File: config.mk
export PLATFORM = sky130hd
export DESIGN_NAME = cordic_atan2_mag
export DESIGN_NICKNAME = d
export VERILOG_FILES = /design/src/rtl/cordic_atan2_mag.sv
export SDC_FILE = /design/constraint.sdc
export NUM_CORES = 1
export LEC_CHECK = 0
export ABC_AREA = 1
export BUFFER_PORTS_ARGS = -buffer_cell sky130_fd_sc_hd__buf_2
export CORE_MARGIN = 2
export CORE_UTILIZATION = 50
export CTS_BUF_LIST = sky130_fd_sc_hd__clkbuf_4
export CTS_CLUSTER_DIAMETER = 150
export DETAILED_ROUTE_END_ITERATION = 16
export PLACE_DENSITY = 0.75
export SYNTH_ARGS = -nofsm -noshare
export SYNTH_HDL_FRONTEND = slang
export SYNTH_SLANG_ARGS = --single-unit
File: constraint.sdc
create_clock -name clk -period 4.8 [get_ports clk]
set_clock_uncertainty 0.2 [all_clocks]
set_input_delay 0.96 -clock clk [delete_from_list [all_inputs] [get_ports clk]]
set_output_delay 0.96 -clock clk [all_outputs]
set_load 0.05 [all_outputs]
File: src/rtl/cordic_atan2_mag.sv
// Iterative vectoring-mode CORDIC: signed Q1.14 (x,y) -> integer degrees and Q1.14 magnitude.
// Build option: define CORDIC_MAG_EN to include the magnitude gain-correction multiplier.
module cordic_atan2_mag #(
  parameter int ITERATIONS = 16
) (
  input  logic               clk,
  input  logic               reset,
  input  logic               start,
  input  logic signed [15:0] x_in,
  input  logic signed [15:0] y_in,
  output logic signed [15:0] angle_out,
  output logic signed [15:0] magnitude_out,
  output logic               busy,
  output logic               done
);

  typedef enum logic [1:0] {S_IDLE, S_ITER, S_SCALE, S_OUT} state_t;

  localparam logic [4:0] LAST_STEP = 5'(ITERATIONS - 1);

  // atan(2^-i) in radians x 16384; entries past index 5 halve each step.
  function automatic logic signed [15:0] atan_lut(input logic [4:0] idx);
    case (idx)
      5'd0:    atan_lut = 16'sh3244;
      5'd1:    atan_lut = 16'sh1DAC;
      5'd2:    atan_lut = 16'sh0FAE;
      5'd3:    atan_lut = 16'sh07F5;
      5'd4:    atan_lut = 16'sh03FF;
      5'd5:    atan_lut = 16'sh0200;
      5'd6:    atan_lut = 16'sh0100;
      5'd7:    atan_lut = 16'sh0080;
      5'd8:    atan_lut = 16'sh0040;
      5'd9:    atan_lut = 16'sh0020;
      5'd10:   atan_lut = 16'sh0010;
      5'd11:   atan_lut = 16'sh0008;
      5'd12:   atan_lut = 16'sh0004;
      5'd13:   atan_lut = 16'sh0002;
      5'd14:   atan_lut = 16'sh0001;
      default: atan_lut = 16'sh0000;
    endcase
  endfunction

  // Radians x 16384 to integer degrees: z * (180/pi * 64) / 2^20, rounded half-up.
  function automatic logic signed [15:0] round_deg(input logic signed [15:0] z);
    logic signed [31:0] prod;
    prod = $signed({{16{z[15]}}, z}) * 32'sd3667 + 32'sd524288;
    round_deg = 16'(prod >>> 20);
  endfunction

  // Undo the left-half-plane pre-rotation and keep the result in -180..179.
  function automatic logic signed [15:0] fold_deg(input logic signed [15:0] deg,
                                                  input logic flip,
                                                  input logic zero);
    logic signed [15:0] d;
    if (zero)
      d = 16'sd0;
    else if (flip)
      d = (deg <= 16'sd0) ? (deg + 16'sd180) : (deg - 16'sd180);
    else
      d = deg;
    if (d == 16'sd180)
      d = -16'sd180;
    fold_deg = d;
  endfunction

`ifdef CORDIC_MAG_EN
  // x * 1/K with 1/K = 0x26DD / 2^14 removes the accumulated CORDIC gain.
  function automatic logic signed [18:0] scale_mag(input logic signed [17:0] x);
    logic signed [33:0] prod;
    prod = $signed({{16{x[17]}}, x}) * 34'sd9949;
    scale_mag = prod[32:14];
  endfunction

  function automatic logic signed [15:0] sat_mag(input logic signed [18:0] m);
    if (m > 19'sd32767)
      sat_mag = 16'sh7FFF;
    else
      sat_mag = m[15:0];
  endfunction
`endif

  state_t             r_state;
  state_t             w_next;
  logic               w_load;
  logic               w_iter;
  logic               w_scale;
  logic               w_fin;

  logic [4:0]         r_count;
  logic               r_busy;
  logic               r_done;
  logic               r_flip;
  logic               r_zero;
  logic signed [15:0] r_angle;
  logic signed [15:0] r_mag;

  logic signed [17:0] r_x;
  logic signed [17:0] r_y;
  logic signed [15:0] r_z;
  logic signed [15:0] r_deg_raw;
`ifdef CORDIC_MAG_EN
  logic signed [18:0] r_mag_raw;
`endif

  logic signed [17:0] w_x_ext;
  logic signed [17:0] w_y_ext;
  logic signed [17:0] w_xs;
  logic signed [17:0] w_ys;
  logic signed [15:0] w_atan;

  assign w_x_ext = {{2{x_in[15]}}, x_in};
  assign w_y_ext = {{2{y_in[15]}}, y_in};
  assign w_xs    = r_x >>> r_count;
  assign w_ys    = r_y >>> r_count;
  assign w_atan  = atan_lut(r_count);

  always_ff @(posedge clk) begin
    if (reset)
      r_state <= S_IDLE;
    else
      r_state <= w_next;
  end

  always_comb begin
    w_next = r_state;
    case (r_state)
      S_IDLE:  if (start) w_next = S_ITER;
      S_ITER:  if (r_count == LAST_STEP) w_next = S_SCALE;
      S_SCALE: w_next = S_OUT;
      S_OUT:   w_next = S_IDLE;
      default: w_next = S_IDLE;
    endcase
  end

  always_comb begin
    w_load  = 1'b0;
    w_iter  = 1'b0;
    w_scale = 1'b0;
    w_fin   = 1'b0;
    case (r_state)
      S_IDLE:  w_load  = start;
      S_ITER:  w_iter  = 1'b1;
      S_SCALE: w_scale = 1'b1;
      S_OUT:   w_fin   = 1'b1;
      default: ;
    endcase
  end

  // Control and result registers
  always_ff @(posedge clk) begin
    if (reset) begin
      r_count <= 5'd0;
      r_busy  <= 1'b0;
      r_done  <= 1'b0;
      r_flip  <= 1'b0;
      r_zero  <= 1'b0;
      r_angle <= 16'sd0;
      r_mag   <= 16'sd0;
    end else begin
      r_done <= w_fin;
      if (w_load) begin
        r_count <= 5'd0;
        r_busy  <= 1'b1;
        r_flip  <= x_in[15];
        r_zero  <= (x_in == 16'sd0) && (y_in == 16'sd0);
      end else if (r_done) begin
        r_busy <= 1'b0;
      end
      if (w_iter)
        r_count <= r_count + 5'd1;
      if (w_fin) begin
        r_angle <= fold_deg(r_deg_raw, r_flip, r_zero);
`ifdef CORDIC_MAG_EN
        r_mag   <= sat_mag(r_mag_raw);
`else
        r_mag   <= 16'sd0;
`endif
      end
    end
  end

  // Datapath: micro-rotations use the pre-update x, y, z
  always_ff @(posedge clk) begin
    if (w_load) begin
      r_x <= x_in[15] ? -w_x_ext : w_x_ext;
      r_y <= x_in[15] ? -w_y_ext : w_y_ext;
      r_z <= 16'sd0;
    end else if (w_iter) begin
      if (!r_y[17]) begin
        r_x <= r_x + w_ys;
        r_y <= r_y - w_xs;
        r_z <= r_z + w_atan;
      end else begin
        r_x <= r_x - w_ys;
        r_y <= r_y + w_xs;
        r_z <= r_z - w_atan;
      end
    end else if (w_scale) begin
      r_deg_raw <= round_deg(r_z);
`ifdef CORDIC_MAG_EN
      r_mag_raw <= scale_mag(r_x);
`endif
    end
  end

  assign angle_out     = r_angle;
  assign magnitude_out = r_mag;
  assign busy          = r_busy;
  assign done          = r_done;

endmodule

# [Word-level counts from Yosys, hierarchy flattened]
# Memories as Yosys holds them, arrays and structs flattened. A register that Yosys moved wholly into a read port is not among the register bits.
# Cells that the tools add are included.
[totals] register_bits=89 rom_bits=224 input_bits=35 out_inout_bits=34 elab_cells=74 n_memories=1
[classes] n_addsub=12 mul=1 order_cmp=1 eq_ne=7 shift=2 n_mux=29 bitwise=2 reduce_logical=8
[mem_list] memory="(no name shown)" depth=16 word_bits=14 read_ports=1 rd_clocked_by_memory_dff=1 wr=0 line_no="23" rtl="case (idx)"
[op_table] cell="two-way mux 18 bit" count=8
[op_table] cell="two-way mux 16 bit" count=8
[op_table] cell="adder 18 bit" count=2
[op_table] cell="negator 16 -> 18 bit" count=2
[op_table] cell=">>> shifter 18 x 5 -> 18 bit" count=2
[op_table] cell="subtractor 18 bit" count=2
[op_table] cell="logical NOT 16 bit" count=2
[op_table] cell="adder 29 x 21 -> 30 bit, second input constant" count=1
[op_table] cell="multiplier 16 x 13 -> 29 bit, second input constant" count=1
[op_table] cell="adder 16 bit" count=1
[op_table] cell="equality test 16 x 9 -> 1 bit, second input constant" count=1
[op_table] cell="subtractor 16 bit" count=1
[op_table] cell="adder 10 x 9 -> 11 bit, second input constant" count=1
[op_table] cell="subtractor 10 x 9 -> 11 bit, second input constant" count=1
[op_table] cell="less-or-equal comparator 10 x 1 -> 1 bit, second input constant" count=1
[op_table] cell="two-way mux 5 bit" count=2
[op_table] cell="two-way mux 4 bit" count=2
[op_table] cell="one-hot mux 2 bit (4 select lines)" count=1
[op_table] cell="two-way mux 1 bit" count=6
[op_table] cell="adder 5 x 1 -> 5 bit, second input constant" count=1
[op_table] cell="equality test 5 x 4 -> 1 bit, second input constant" count=1
[op_table] cell="equality test 2 bit, second input constant" count=2
[op_table] cell="two-way mux 2 bit" count=2
[op_table] cell="!= test 2 bit, second input constant" count=2
[op_table] cell="7 further kinds" count=9

# [Longest topological paths before layout]
# Gate-level depths: netlist of the first run.
[logic_depth] depth_word=8 ltp_mapped=30 depth_no_buf=28

# [Least setup slack after synthesis of the first run]
# Ideal clock, no wire load.
[synth_timing] kind="reg2reg" start="register r_z[7]" end="register r_deg_raw[6], data pin" setup_time_ps=264 t_arrival_ps=4738 required_ps=4336 setup_slack_ps=-402 stages_incl_launch_ff=20 n_path_buf=0 synth_period_minus_slack_ps=5202 cell_sequence="dfxtp_1 inv_1 ha_1 inv_1 fa_1 inv_1 fa_1 fa_1 inv_1 fa_1 fa_1 ha_1 nand2_1 nor4_1 nand4_1 nand3_1 nand3_1 nand2_1 a31oi_1 xor2_1"
[synth_between] elab_chain_len=2
[synth_lines] element="start, declared" line_no="99" rtl="logic signed [15:0] r_z;"
[synth_lines] element="start signal, assigned" line_no="192" rtl="r_z <= r_z + w_atan;"
[synth_lines] element="start signal, assigned" line_no="196" rtl="r_z <= r_z - w_atan;"
[synth_lines] element="multiplier 16 x 13 -> 29 bit" line_no="46" rtl="prod = $signed({{16{z[15]}}, z}) * 32'sd3667 + 32'sd524288;"
[synth_lines] element="adder 29 x 21 -> 30 bit" line_no="46"
[synth_lines] element="end signal, assigned" line_no="199" rtl="r_deg_raw <= round_deg(r_z);"
[synth_lines] element="end, declared" line_no="100" rtl="logic signed [15:0] r_deg_raw;"
# No other way between the ends.
# A chain may end at the register's enable or synchronous reset.

# [Worst setup path after layout of the first run]
[layout_timing] start="register r_z[7]" end="register r_deg_raw[7], data pin"
# Same word-level chain as after synthesis.

==> flow_metrics.py, run 1 <==
metrics = {
    "outcome": {
        "outcome": "complete, but fails checks",
        "failed_checks": "negative setup slack",
    },
    "grt": {
        "grtUsageMet2": 0.479,
        "use_met1": 0.315,
        "antenna_found_initial": 1,
        "grt_start_max_net_pins": 45,
        "overflow": 0,
        "grt_use_total": 0.261,
        "grt_pass1_wl_mm": 65.0,
        "grt_pass1_vias": 13835,
        "busiest_layer": "met2",
        "met3_usage": 0.0243,
    },
    "synthesis": {
        "synth_area_per_cell_um2": 6.87,
        "synth_compound_area_frac": 0.147,
        "ys_seq_area_frac": 0.168,
        "synth_edf_count": 46,
        "yosys.area_share.adder": 0.261,
        "synth_area_um2": 14500,
        "ys_types": 59,
        "synth_warnings": 0,
        "synth-xor-area-share": 0.0497,
        "synthArstFlopShare": 0,
        "synth_seq_cells": 98,
        "synthFlopType": "dfxtp_1",
        "synth_top_family_by_area": "adder cells",
        "synthMuxAreaShare": 0.00147,
        "synth-simple-area-share": 0.254,
        "syn_inst": 2104,
    },
    "die": {
        "die_area_um2": 30300,
        "num_rows": 62,
        "die_h_um": 174,
        "io_pins": 69,
        "coreArea_um2": 28600,
        "start_util": 0.505,
        "dieWidth_um": 174,
    },
    "cells_and_area": {
        "fin_nets": 2507,
        "stdcell_count": 2602,
        "syn_to_final_growth_pct": 13.0,
        "drive_gt1_frac": 0.137,
        "fillCellCount": 2710,
    },
    "cts": {
        "cts_buffers": 9,
        "root_buffer": "clkbuf_4",
        "clkTransAtPathRegs_ns": 0.18,
        "postCtsHoldBufs": 0,
        "cts_buffer_depth": 2,
        "htreeDepth": 3,
        "cts_tree": "done",
        "clk_latency_ns": 0.54,
        "cts_sinks": 98,
    },
    "timing": {
        "post-route-worst-setup-slack_ns": -0.185,
        "tns_ns": -0.914,
        "worst_pin_slew_ns": 0.703,
        "slew_violations": 0,
        "rsz0062_at_grt": "yes",
        "timing.hold.ws_ns": 0.281,
        "fmax_mhz": 201,
        "relSlewSlack": 0.531,
        "fin_crit_sh": 1.04,
        "setup_viol": 7,
        "min_period_ns": 4.99,
        "hold_viol_final": 0,
    },
    "worst_setup_path": {
        "r2r_end": "r_deg_raw[7]",
        "rr_worst_depth": 19,
        "r2r_slack_ns": -0.19,
        "arrival_ns": 5.08,
        "critPathLaunchType": "flop",
        "crit_fanout": 4,
        "crit_type": "flop to flop",
        "required_ns": 4.90,
        "critPathCaptureType": "flop",
        "reg2reg_from": "r_z[7]",
    },
    "worst_hold_path": {
        "hold_depth": 2,
        "hp-start": "angle_out[7]",
        "holdPathEnd": "angle_out[7]",
        "hold_path.class": "flop to flop",
    },
    "detailed_routing": {
        "num_vias": 14026,
        "wl_per_cell_um": 14.9,
        "routed_wl_mm": 38.8,
        "drt-initial-drc-count": 903,
        "drtPass1Iterations": 7,
        "vias_per_cell": 5.39,
        "drc": 0,
        "ant_nets": 0,
    },
    "run": {
        "drv_cap": 0,
    },
    "placed_design": {
        "port_buffers": 52,
        "dp_hpwl_mm": 31.3,
        "place_inst": 2580,
        "post-place-ws_ns": -0.386,
        "place_congestion": 0.972,
    },
}
stage by stage:
| stage | util | cell area (um^2) |
|---|---|---|
| 2_1_floorplan | - | 14700 |
| 3_3_place_gp | 0.552 | 15800 |
| 3_5_place_dp | 0.552 | 15800 |
| 4_1_cts | 0.565 | 16200 |
| 5_1_grt | 0.571 | 16300 |
| 6_report | 0.571 | 16300 |
metal layers:
layer	up-vias	share of wire
met5	-	0
li1	7099	-
met1	6533	0.43
met3	84	0.034
met4	0	0.033
met2	310	0.50
synth_stat cells, drive strengths merged, types with 28 or more instances:
cell	n	area, um^2
dfxtp	52	1040
xor2	52	455
nor2	142	563
xnor2	30	263
ha	192	2400
nand3	166	856
clkbuf	28	106
buf	51	352
inv	334	1260
o21ai	134	693
nand2	497	1870
a21oi	141	709
edfxtp	46	1380
fa	68	1360
layout make-up:
| cell class | instances | area (um^2) | area share |
|---|---|---|---|
| repair buffers | 161 | 1120 | 0.0684 |
| inverters | 335 | 1260 | 0.0774 |
| diodes | 1 | 2.50 | 0.000153 |
| well taps | 384 | 480 | 0.0294 |
| multi-input cells | 1607 | 10900 | 0.665 |
| clock inverters | 6 | 73.8 | 0.00452 |
| flip-flops and latches | 98 | 2460 | 0.150 |
| clock buffers | 10 | 75.1 | 0.00459 |
how the worst max path moves through the flow:
stage | startpoint | slack [ns] | endpoint | cells after the start
finish | r_z[7] | -0.19 | r_deg_raw[7] | 19
CTS | r_z[7] | -0.19 | r_deg_raw[6] | 19
detailed placement | r_z[3] | -0.39 | r_deg_raw[6] | 19
global route | r_z[7] | -0.35 | r_deg_raw[7] | 19
floorplan | r_z[11] | 0.002 | r_deg_raw[6] | 19
global placement | r_z[3] | -0.31 | r_deg_raw[6] | 19
worst max-delay path, stage by stage, from the launching register on:
cell,delay (ns)
dfxtp_4,0.41
inv_4,0.04
ha_4,0.26
inv_2,0.04
fa_1,0.52
inv_2,0.04
fa_2,0.35
fa_1,0.53
inv_2,0.04
fa_1,0.56
fa_2,0.46
ha_4,0.30
nand4_1,0.15
nor3_2,0.18
nand4_1,0.12
nand3_2,0.13
nand3_2,0.10
nand2_4,0.10
a31oi_2,0.09
xor2_1,0.15
what timing repair did:
item	CTS	global route
cloned	0	0
resized for setup	46	31
pin swaps	26	20
endpoints found under the setup margin	10	16
setup buffers	3	3
kinds of logic (layout without fill, tap and decap cells):
logic type      count (synthesis)  after routing
compound gates                376            376
xor+xnor                       82             82
fa+ha+maj                     261            261
buf+inv                       414            512
flops                          98             98
mux                             2              2
other cells                     1             17
simple gates                  870            870
cells in the final DEF, fill, tap and decap left out, types with 5 or more instances in the layout:
| cell | Yosys | routed |
|---|---|---|
| nand2_1 | 494 | 488 |
| inv_1 | 319 | 313 |
| ha_1 | 192 | 168 |
| nand3_1 | 161 | 157 |
| a21oi_1 | 140 | 132 |
| nor2_1 | 134 | 131 |
| buf_4 | 26 | 103 |
| o21ai_0 | 111 | 102 |
| fa_1 | 68 | 65 |
| buf_2 | 14 | 52 |
| xor2_1 | 52 | 51 |
| edfxtp_1 | 46 | 46 |
| dfxtp_1 | 52 | 39 |
| xnor2_1 | 30 | 30 |
| nor3_1 | 27 | 25 |
| o21ai_1 | 19 | 24 |
| ha_4 | 0 | 24 |
| o211ai_1 | 19 | 19 |
| inv_2 | 14 | 18 |
| o22ai_1 | 17 | 17 |
| conb_1 | 1 | 16 |
| nand4_1 | 15 | 15 |
| a31oi_1 | 17 | 14 |
| clkbuf_4 | 0 | 10 |
| nor2_2 | 6 | 9 |
| nand3_2 | 5 | 9 |
| a21o_1 | 9 | 9 |
| a21oi_2 | 1 | 8 |
| nor4_1 | 9 | 8 |
| dfxtp_4 | 0 | 8 |
| o21ai_2 | 3 | 7 |
| nand2_2 | 3 | 7 |
| o21bai_1 | 8 | 7 |
| o31ai_1 | 7 | 7 |
| a21boi_0 | 6 | 5 |
| a211oi_1 | 5 | 5 |
| dfxtp_2 | 0 | 5 |
Power of run 1 is left out: the tool's default activity adds up to more than one toggle a clock period on the data nets, which glitch-free logic cannot reach.
==> run 2: changes to the inputs <==
--- a/config.mk
+++ b/config.mk
@@ -7,10 +7,12 @@
 export LEC_CHECK = 0
 export ABC_AREA = 1
 export BUFFER_PORTS_ARGS = -buffer_cell sky130_fd_sc_hd__buf_2
+export CORE_ASPECT_RATIO = 1.4
 export CORE_MARGIN = 2
 export CORE_UTILIZATION = 50
 export CTS_BUF_LIST = sky130_fd_sc_hd__clkbuf_4
 export CTS_CLUSTER_DIAMETER = 150
+export CTS_CLUSTER_SIZE = 14
 export DETAILED_ROUTE_END_ITERATION = 16
 export PLACE_DENSITY = 0.75
 export SYNTH_ARGS = -nofsm -noshare
==> run 2 against run 1 <==
  * The flow still finishes with violations (negative setup slack)
  * Count of clock-buffer cells in the layout decreased by 1
  * Global-route usage grew 1.8 points
  * Worst hold slack got worse by 0.0064 ns
  * Core utilization rose by 1.1 points
  * Critical path type unchanged
  * Setup slack lost 0.13 ns
  * Die area hardly changed
==> flow_metrics.py, run 2 (synthesis results as in run 1) <==
metrics = {
    "placed_design": {
        "place_inst": 2577,
        "dp_hpwl_mm": 33.7,
        "place_congestion": 1.01,
        "port_buffers": 52,
    },
    "worst_setup_path": {
        "r2r_end": "r_deg_raw[7]",
        "r2r_slack_ns": -0.32,
        "crit_type": "flop to flop",
        "crit_fanout": 4,
        "critPathCaptureType": "flop",
        "required_ns": 4.91,
        "reg2reg_from": "r_z[7]",
        "critPathLaunchType": "flop",
        "rr_worst_depth": 19,
        "arrival_ns": 5.23,
    },
    "grt": {
        "grt_start_max_net_pins": 47,
        "grt_use_total": 0.278,
        "grt_pass1_vias": 14561,
        "overflow": 0,
        "antenna_found_initial": 1,
        "grt_pass1_wl_mm": 68.3,
    },
    "worst_hold_path": {
        "hold_path.class": "flop to flop",
        "holdPathEnd": "angle_out[0]",
        "hold_depth": 2,
        "hp-start": "angle_out[0]",
    },
    "cells_and_area": {
        "final_common_cell": "nand2_1",
        "fillCellCount": 2707,
        "utilization": 0.582,
        "final_cell_mix": "nand2_1, inv_1, ha_1",
        "drive_gt1_frac": 0.146,
        "fin_nets": 2524,
        "syn_to_final_growth_pct": 14.4,
        "stdcell_count": 2610,
    },
    "detailed_routing": {
        "wl_per_cell_um": 16.1,
        "num_vias": 14391,
        "ant_nets": 0,
        "drc": 0,
        "drtPass1Iterations": 6,
        "routed_wl_mm": 42.1,
        "drt-initial-drc-count": 921,
        "vias_per_cell": 5.51,
    },
    "die": {
        "start_util": 0.509,
        "die_area_um2": 30300,
        "num_rows": 73,
        "dieWidth_um": 148,
        "io_pins": 69,
        "coreArea_um2": 28400,
        "die_h_um": 205,
    },
    "cts": {
        "root_buffer": "clkbuf_4",
        "clk_latency_ns": 0.55,
        "htreeDepth": 3,
        "cts_buffers": 9,
        "cts_tree": "done",
        "clkTransAtPathRegs_ns": 0.19,
        "cts_sinks": 98,
        "cts_buffer_depth": 2,
    },
    "timing": {
        "setup_viol": 10,
        "worst_pin_slew_ns": 0.688,
        "post-route-worst-setup-slack_ns": -0.317,
        "rsz0062_at_grt": "yes",
        "relSlewSlack": 0.537,
        "fin_crit_sh": 1.07,
        "fmax_mhz": 195,
        "tns_ns": -1.85,
        "slew_violations": 0,
        "min_period_ns": 5.12,
        "hold_viol_final": 0,
    },
    "run": {
        "drv_cap": 0,
    },
    "outcome": {
        "outcome": "complete, but fails checks",
        "failed_checks": "negative setup slack",
    },
}
run 2: critical path, stage by stage, from the launching register on:
cell,delay (ns)
dfxtp_4,0.43
inv_4,0.05
ha_4,0.27
inv_2,0.05
fa_1,0.52
inv_1,0.06
fa_2,0.35
fa_1,0.55
inv_2,0.05
fa_1,0.54
fa_2,0.47
ha_4,0.32
nand4_1,0.14
nor3_2,0.18
nand4_1,0.16
nand3_2,0.16
nand3_2,0.07
nand2_2,0.10
a31oi_1,0.10
xor2_1,0.15
run 2: timing repair:
item | 4_1_cts | 5_1_grt
hold buffers | 0 | 0
gates resized for setup | 45 | 37
setup endpoints to repair | 10 | 18
pin swaps | 33 | 31
cloned | 0 | 1
buffers inserted | 3 | 12
run 2: cell type report:
cell class	count	area, um^2	area share
repair buffers	178	1300	0.0785
multi-input cells	1607	10900	0.659
well taps	375	469	0.0284
flip-flops and latches	98	2460	0.149
clock inverters	7	78.8	0.00477
inverters	335	1270	0.0766
diodes	1	2.50	0.000151
clock buffers	9	67.6	0.00409
run 2: per-stage QoR:
step	hold WS (ns)	cell area, um^2	setup WS (ns)
final	0.275	16500	-0.317
after global routing	0.304	16500	-0.454
after CTS	0.279	16300	-0.190
after detailed placement	0.255	15900	-0.383
after global placement	0.246	15900	-0.299
after floorplan	0.293	14700	0.00201
run 2: worst max path at each step:
stage	endpoint	depth (start not counted)	start
after global routing	r_deg_raw[7]	19	r_z[7]
after CTS	r_deg_raw[6]	19	r_z[7]
after floorplan	r_deg_raw[6]	19	r_z[11]
final	r_deg_raw[7]	19	r_z[7]
after detailed placement	r_deg_raw[6]	19	r_z[6]
after global placement	r_deg_raw[6]	19	r_z[3]
run 2: layer usage:
metal | global-route usage | wire length (um) | vias up
met5 | 0 | 0 | -
met3 | 0.0233 | 1320 | 156
met2 | 0.541 | 22800 | 409
met4 | 0.158 | 2360 | 0
li1 | - | - | 7117
met1 | 0.290 | 15700 | 6709
Power of run 2 is left out for the same reason.
